**src/rtl/mpt_pkg.sv**
```systemverilog
// Shared memory-protection-table types used by the MPT walker pipeline stages.
package mpt_pkg;

  localparam int MPTW_ID_W = 4;

  typedef enum logic [1:0] {
    ACCESS_READ    = 2'd0,
    ACCESS_WRITE   = 2'd1,
    ACCESS_EXECUTE = 2'd2
  } access_type_t;

  typedef enum logic [3:0] {
    MPT_MODE_BARE    = 4'd0,
    MPT_MODE_SMMPT34 = 4'd1,
    MPT_MODE_SMMPT43 = 4'd2,
    MPT_MODE_SMMPT52 = 4'd3,
    MPT_MODE_SMMPT64 = 4'd4
  } mpt_mode_t;

  typedef struct packed {
    mpt_mode_t   mode;
    logic [43:0] ppn;
  } mmpt_t;

  typedef enum logic [2:0] {
    MPT_WALKING_START = 3'd0,
    MPT_WALKING_L3    = 3'd1,
    MPT_WALKING_L2    = 3'd2,
    MPT_WALKING_L1    = 3'd3,
    MPT_WALKING_L0    = 3'd4,
    MPT_WALKING_SKIP  = 3'd5
  } mpt_walking_t;

  typedef enum logic [1:0] {
    NO_ERROR         = 2'd0,
    PTE_FORMAT_ERROR = 2'd1,
    SPA_RANGE_ERROR  = 2'd2
  } mpt_format_error_t;

  typedef struct packed {
    logic                   valid;
    logic [MPTW_ID_W-1:0]   id;
    logic [63:0]            spa;
    access_type_t           access_type;
    mmpt_t                  mmpt;
    logic [63:0]            mpte;
    logic                   plb_hit;
    logic                   completed;
    logic                   access_error;
    mpt_walking_t           walking;
    mpt_format_error_t      format_error;
  } mptw_transaction_t;

  // True when any address bit above the implemented physical range is set.
  function automatic logic spa_out_of_range(input logic [63:0] spa, input int pa_width);
    logic [63:0] hi_mask;
    hi_mask = (pa_width >= 64) ? 64'd0 : ~((64'd1 << pa_width) - 64'd1);
    return |(spa & hi_mask);
  endfunction

endpackage

```
**src/rtl/pipeline_register.sv**
```systemverilog
// One-entry valid/ready register slice; accepts a new word whenever empty or draining.
module pipeline_register #(
  parameter int DATA_W = 32
) (
  input  logic              clk,
  input  logic              rst,
  input  logic              in_valid,
  output logic              in_ready,
  input  logic [DATA_W-1:0] in_data,
  output logic              out_valid,
  input  logic              out_ready,
  output logic [DATA_W-1:0] out_data
);

  logic              vld_p1;
  logic [DATA_W-1:0] data_p1;

  assign in_ready  = !vld_p1 || out_ready;
  assign out_valid = vld_p1;
  assign out_data  = data_p1;

  always_ff @(posedge clk or posedge rst) begin
    if (rst) begin
      vld_p1 <= 1'b0;
    end else if (in_ready) begin
      vld_p1 <= in_valid;
    end
  end

  // Payload is only meaningful under vld_p1, so it carries no reset.
  always_ff @(posedge clk) begin
    if (in_valid && in_ready) begin
      data_p1 <= in_data;
    end
  end

endmodule

```
**src/rtl/mptw_request_stage.sv**
```systemverilog
// Front stage of the MPT walker: admits checker requests under a credit limit,
// tags them with a wrapping id and pre-classifies skip/range-error cases.
module mptw_request_stage
  import mpt_pkg::*;
#(
  parameter int PIPELINE_MASTER_DATA_WIDTH = 32,
  parameter int MAX_OUTSTANDING            = 4,
  parameter int PA_WIDTH                   = 56
) (
  input  logic                                  clk_i,
  input  logic                                  rst_i,
  input  logic                                  req_valid_i,
  output logic                                  req_ready_o,
  input  logic [63:0]                           req_spa_i,
  input  access_type_t                          req_access_type_i,
  input  mmpt_t                                 mmpt_i,
  input  logic                                  retire_i,
  output logic                                  stage_master_valid,
  input  logic                                  stage_master_ready,
  output logic [PIPELINE_MASTER_DATA_WIDTH-1:0] stage_master_data,
  output logic [$clog2(MAX_OUTSTANDING):0]      outstanding_o
);

  localparam int ID_W  = (MAX_OUTSTANDING > 1) ? $clog2(MAX_OUTSTANDING) : 1;
  localparam int CNT_W = $clog2(MAX_OUTSTANDING) + 1;
  localparam logic [ID_W-1:0]  ID_LAST = ID_W'(MAX_OUTSTANDING - 1);
  localparam logic [CNT_W-1:0] CNT_MAX = CNT_W'(MAX_OUTSTANDING);

  if (MAX_OUTSTANDING < 1 || MAX_OUTSTANDING > 16 ||
      (MAX_OUTSTANDING & (MAX_OUTSTANDING - 1)) != 0) begin : g_bad_max_outstanding
    $error("MAX_OUTSTANDING must be a power of two in 1..16");
  end

  logic [ID_W-1:0]                       id_q;
  logic [CNT_W-1:0]                      outstanding_q;
  logic                                  credit_ok;
  logic                                  reg_in_ready;
  logic                                  accept;
  logic                                  retire_ok;
  mptw_transaction_t                     txn_p0;
  logic                                  vld_p0;
  logic [PIPELINE_MASTER_DATA_WIDTH-1:0] data_p0;

  // Range error outranks BARE; both bypass the walk but still hold an id and a credit.
  function automatic mptw_transaction_t build_txn(
    input logic [63:0]          spa,
    input access_type_t         access_type,
    input mmpt_t                mmpt,
    input logic [MPTW_ID_W-1:0] id
  );
    mptw_transaction_t t;
    t              = '0;
    t.valid        = 1'b1;
    t.id           = id;
    t.spa          = spa;
    t.access_type  = access_type;
    t.mmpt         = mmpt;
    t.walking      = MPT_WALKING_START;
    t.format_error = NO_ERROR;
    if (spa_out_of_range(spa, PA_WIDTH)) begin
      t.format_error = SPA_RANGE_ERROR;
      t.walking      = MPT_WALKING_SKIP;
      t.completed    = 1'b1;
    end else if (mmpt.mode == MPT_MODE_BARE) begin
      t.walking      = MPT_WALKING_SKIP;
      t.completed    = 1'b1;
      t.access_error = 1'b0;
    end
    return t;
  endfunction

  assign credit_ok   = outstanding_q < CNT_MAX;
  assign req_ready_o = !rst_i && reg_in_ready && credit_ok;
  assign accept      = req_valid_i && req_ready_o;
  assign retire_ok   = retire_i && (outstanding_q != '0);

  // Stage p0: classify the incoming request
  assign vld_p0  = req_valid_i && credit_ok;
  assign txn_p0  = build_txn(req_spa_i, req_access_type_i, mmpt_i, MPTW_ID_W'(id_q));
  assign data_p0 = PIPELINE_MASTER_DATA_WIDTH'(txn_p0);

  always_ff @(posedge clk_i or posedge rst_i) begin
    if (rst_i) begin
      id_q          <= '0;
      outstanding_q <= '0;
    end else begin
      if (accept) begin
        id_q <= (id_q == ID_LAST) ? '0 : id_q + ID_W'(1);
      end
      if (accept && !retire_ok) begin
        outstanding_q <= outstanding_q + CNT_W'(1);
      end else if (!accept && retire_ok) begin
        outstanding_q <= outstanding_q - CNT_W'(1);
      end
    end
  end

  assign outstanding_o = outstanding_q;

  // Stage p1: output register towards the PLB lookup stage
  pipeline_register #(
    .DATA_W (PIPELINE_MASTER_DATA_WIDTH)
  ) u_out_reg (
    .clk       (clk_i),
    .rst       (rst_i),
    .in_valid  (vld_p0),
    .in_ready  (reg_in_ready),
    .in_data   (data_p0),
    .out_valid (stage_master_valid),
    .out_ready (stage_master_ready),
    .out_data  (stage_master_data)
  );

endmodule

```
**config.mk**
```make
export PLATFORM = sky130hd
export DESIGN_NAME = mptw_request_stage
export DESIGN_NICKNAME = d
export VERILOG_FILES = /design/src/rtl/mpt_pkg.sv /design/src/rtl/pipeline_register.sv /design/src/rtl/mptw_request_stage.sv
export SDC_FILE = /design/constraint.sdc
export NUM_CORES = 1
export LEC_CHECK = 0
export CORE_MARGIN = 2
export CORE_UTILIZATION = 13
export CTS_CLUSTER_SIZE = 14
export DETAILED_ROUTE_END_ITERATION = 8
export PLACE_DENSITY = 0.75
export SLEW_MARGIN = 20
export SYNTH_ARGS = -nofsm -noshare
export SYNTH_HDL_FRONTEND = slang
export SYNTH_SLANG_ARGS = --single-unit
```
**constraint.sdc**
```tcl
create_clock -name clk_i -period 1.9 [get_ports clk_i]
set_clock_uncertainty 0.15 [all_clocks]
set_input_delay 0.19 -clock clk_i [delete_from_list [all_inputs] [get_ports clk_i]]
set_output_delay 0.19 -clock clk_i [all_outputs]
set_load 0.02 [all_outputs]
```
==> flow_metrics.py <==
metrics = {
    "run_status": {
        "status": "complete, no violations",
    },
    "final_layout": {
        "fillCellCount": 445,
        "layoutNonFillerInstCount": 141,
        "drive_above_1_share_pct": 23.1,
        "nNetsFinal": 213,
        "final_cell_mix": "conb_1 (28), clkdlybuf4s50_1 (24), buf_4 (7), clkbuf_8 (3), dfrtp_2 (3)",
        "syn2layout_area_growth_pct": 61.5,
        "ff_latch_area_um2": 164,
        "layout_commonest_cell": "conb_1",
        "multi_input_area_um2": 290,
        "insertedDiodeCount": 0,
    },
    "worst_setup_path": {
        "cp.required_ns": 1.89,
        "critical_path.startpoint_type": "register",
        "cp-end-kind": "register",
        "cp_max_fo": 4,
        "critical_path_class": "reg -> reg",
        "cp.arrival_ns": 1.88,
        "ff2ff_setup_slack_ns": 0.01,
    },
    "logic_synthesis": {
        "postSynth.asyncResetShare_pct": 66.7,
        "ys_seq_area_share_pct": 29.7,
        "synth_cells": 58,
        "yosysWarnings": 0,
        "netlist_area_um2": 539,
        "yosys_register_bits": 6,
        "synth.avg_cell_area_um2": 9.30,
        "synth_edf_count": 2,
        "synth_cell_types": 19,
        "ys.flop_type": "dfrtp_1",
    },
    "clock_network": {
        "cts_hold_buf": 0,
        "ctsRootBufferMaster": "clkbuf_8",
        "cts.clk_slew.worst_paths_ns": 0.04,
        "cts_buffers": 3,
        "cts_tree": "built",
        "clk_latency_ns": 0.23,
        "cts-htree-levels": 1,
        "clock_path_buffers": 2,
        "clkSinkCount": 6,
    },
    "routing": {
        "routedWlPerCell_um": 9.11,
        "routed_wl_um": 1280,
        "ant_nets": 0,
        "vias": 426,
        "drc_errors": 0,
        "drt_pre_antenna_iters": 4,
        "viasPerCell": 3.02,
        "dr.first_iter.drc_count": 12,
    },
    "timing": {
        "period_minus_slack_ns": 1.89,
        "rsz0062_at_grt": "true",
        "timing.final.ws_setup_ns": 0.00971,
        "period_share_pct": 99.5,
        "hold_violations": 0,
        "finalSetupViolations": 0,
        "drv_slew": 0,
        "max_freq_mhz": 529,
    },
    "grt": {
        "use_met1_pct": 6.73,
        "met2_usage_pct": 8.29,
        "grt_pass1_vias": 378,
        "grt_max_degree": 5,
        "grt_first_pass_wirelength_um": 1810,
        "gr-total-overflow": 0,
        "antenna_found_initial": 0,
        "grt.busiest_layer": "met2",
        "grt_use_met3_pct": 2.96,
        "track_usage_pct": 6.11,
    },
    "min_path": {
        "min_path_type": "in -> async",
    },
    "floorplan": {
        "die_area_mm2": 0.00468,
        "num_rows": 23,
        "die_x_um": 68.4,
        "start_util_pct": 13.5,
        "core_area_mm2": 0.00400,
        "die_h_um": 68.4,
        "io_pins": 156,
    },
    "placement": {
        "port_buffers": 25,
        "dpl_worst_slack_ns": -0.216,
        "place_inst": 137,
        "detailed_place_hpwl_um": 1100,
        "routabilityCongestion": 0.742,
    },
    "power": {
        "power.density_mw_per_mm2": 1120,
        "p_leak_nw": 0.381,
        "irDropWorstVdd_mv": 0.172,
    },
    "run": {
        "drv_cap": 0,
    },
}
[per-stage QoR]
step | instance area (um^2) | hold slack, ns | TNS [ns] | power [mW] | util, %
final | 871 | 0.106 | 0 | 0.973 | 21.8
after global routing | 871 | 0.138 | -0.125 | 1.04 | 21.8
after CTS | 867 | 0.111 | 0 | 0.968 | 21.7
after detailed placement | 815 | 0.356 | -0.500 | 0.743 | 20.4
after global placement | 815 | 0.343 | -0.495 | 0.737 | 20.4
after floorplan | 674 | -0.194 | -0.0261 | 0.547 | -
[synthesized netlist by cell type, types with 2 or more instances]
| cell type | instances | share of area, % |
|---|---|---|
| nor2_1 | 2 | 1.4 |
| dfrtp_1 | 4 | 19 |
| nor4_1 | 2 | 2.3 |
| nand2b_1 | 2 | 2.3 |
| nor3_1 | 2 | 1.9 |
| edfxtp_1 | 2 | 11 |
| buf_4 | 30 | 42 |
| inv_1 | 2 | 1.4 |
| xor2_1 | 2 | 3.2 |
[routing by layer]
metal,up-vias,wire length [um]
met1,180,472
met2,49,553
met5,-,0
li1,193,-
met3,4,203
met4,0,54
[worst paths after layout]
kind,from,to,cells after the start
max,outstanding_o[2]$_DFFE_PP0P_,outstanding_o[2]$_DFFE_PP0P_,8
min,rst_i,outstanding_o[0]$_DFFE_PP0P_,2
max reg2reg,outstanding_o[2]$_DFFE_PP0P_,outstanding_o[2]$_DFFE_PP0P_,8
min reg2reg,outstanding_o[0]$_DFFE_PP0P_,outstanding_o[0]$_DFFE_PP0P_,2
max in group asynchronous,rst_i,outstanding_o[2]$_DFFE_PP0P_,2
min in group clk_i,outstanding_o[0]$_DFFE_PP0P_,outstanding_o[0]$_DFFE_PP0P_,2
[what timing repair did]
item	4_1_cts	5_1_grt
gates resized for setup	3	1
setup buffers	0	0
pin swaps	2	0
endpoints found under the setup margin	2	2
[where the power goes]
part | internal, mW | leakage [nW] | total (mW) | switching (mW)
clock | 0.145 | 0.0228 | 0.207 | 0.0616
sequential | 0.188 | 0.0573 | 0.239 | 0.0509
combinational | 0.278 | 0.301 | 0.528 | 0.250
[worst max-delay path, cell delays in order (launching register included)]
cell	delay (ns)
dfrtp_2	0.44
nand2b_4	0.16
nor3_2	0.11
ha_2	0.20
inv_2	0.04
fa_2	0.32
xor2_1	0.15
nor2_1	0.11
xor2_1	0.14
[cell type report]
type,instances,share of cell area [%]
Timing Repair Buffer,32,34.6
Multi-Input combinational cell,47,33.3
Sequential cell,6,18.8
Tap cell,50,7.18
Clock buffer,4,5.17
Inverter,2,0.862
[registers in the layout, summed over array words and instances, names as in the netlist]
| signal | count |
|---|---|
| outstanding_o | 3 |
| u_out_reg.out_data | 2 |
| u_out_reg.out_valid | 1 |
[cell families after synthesis]
logic type	share of synthesized area (%)
mux	2.09
buf+inv	43.2
flops	29.7
simple gates	12.1
fa+ha+maj	6.03
other cells	0.695
xor+xnor	4.87
compound gates	1.39
Note: power is estimated with default switching activity, not from simulation.
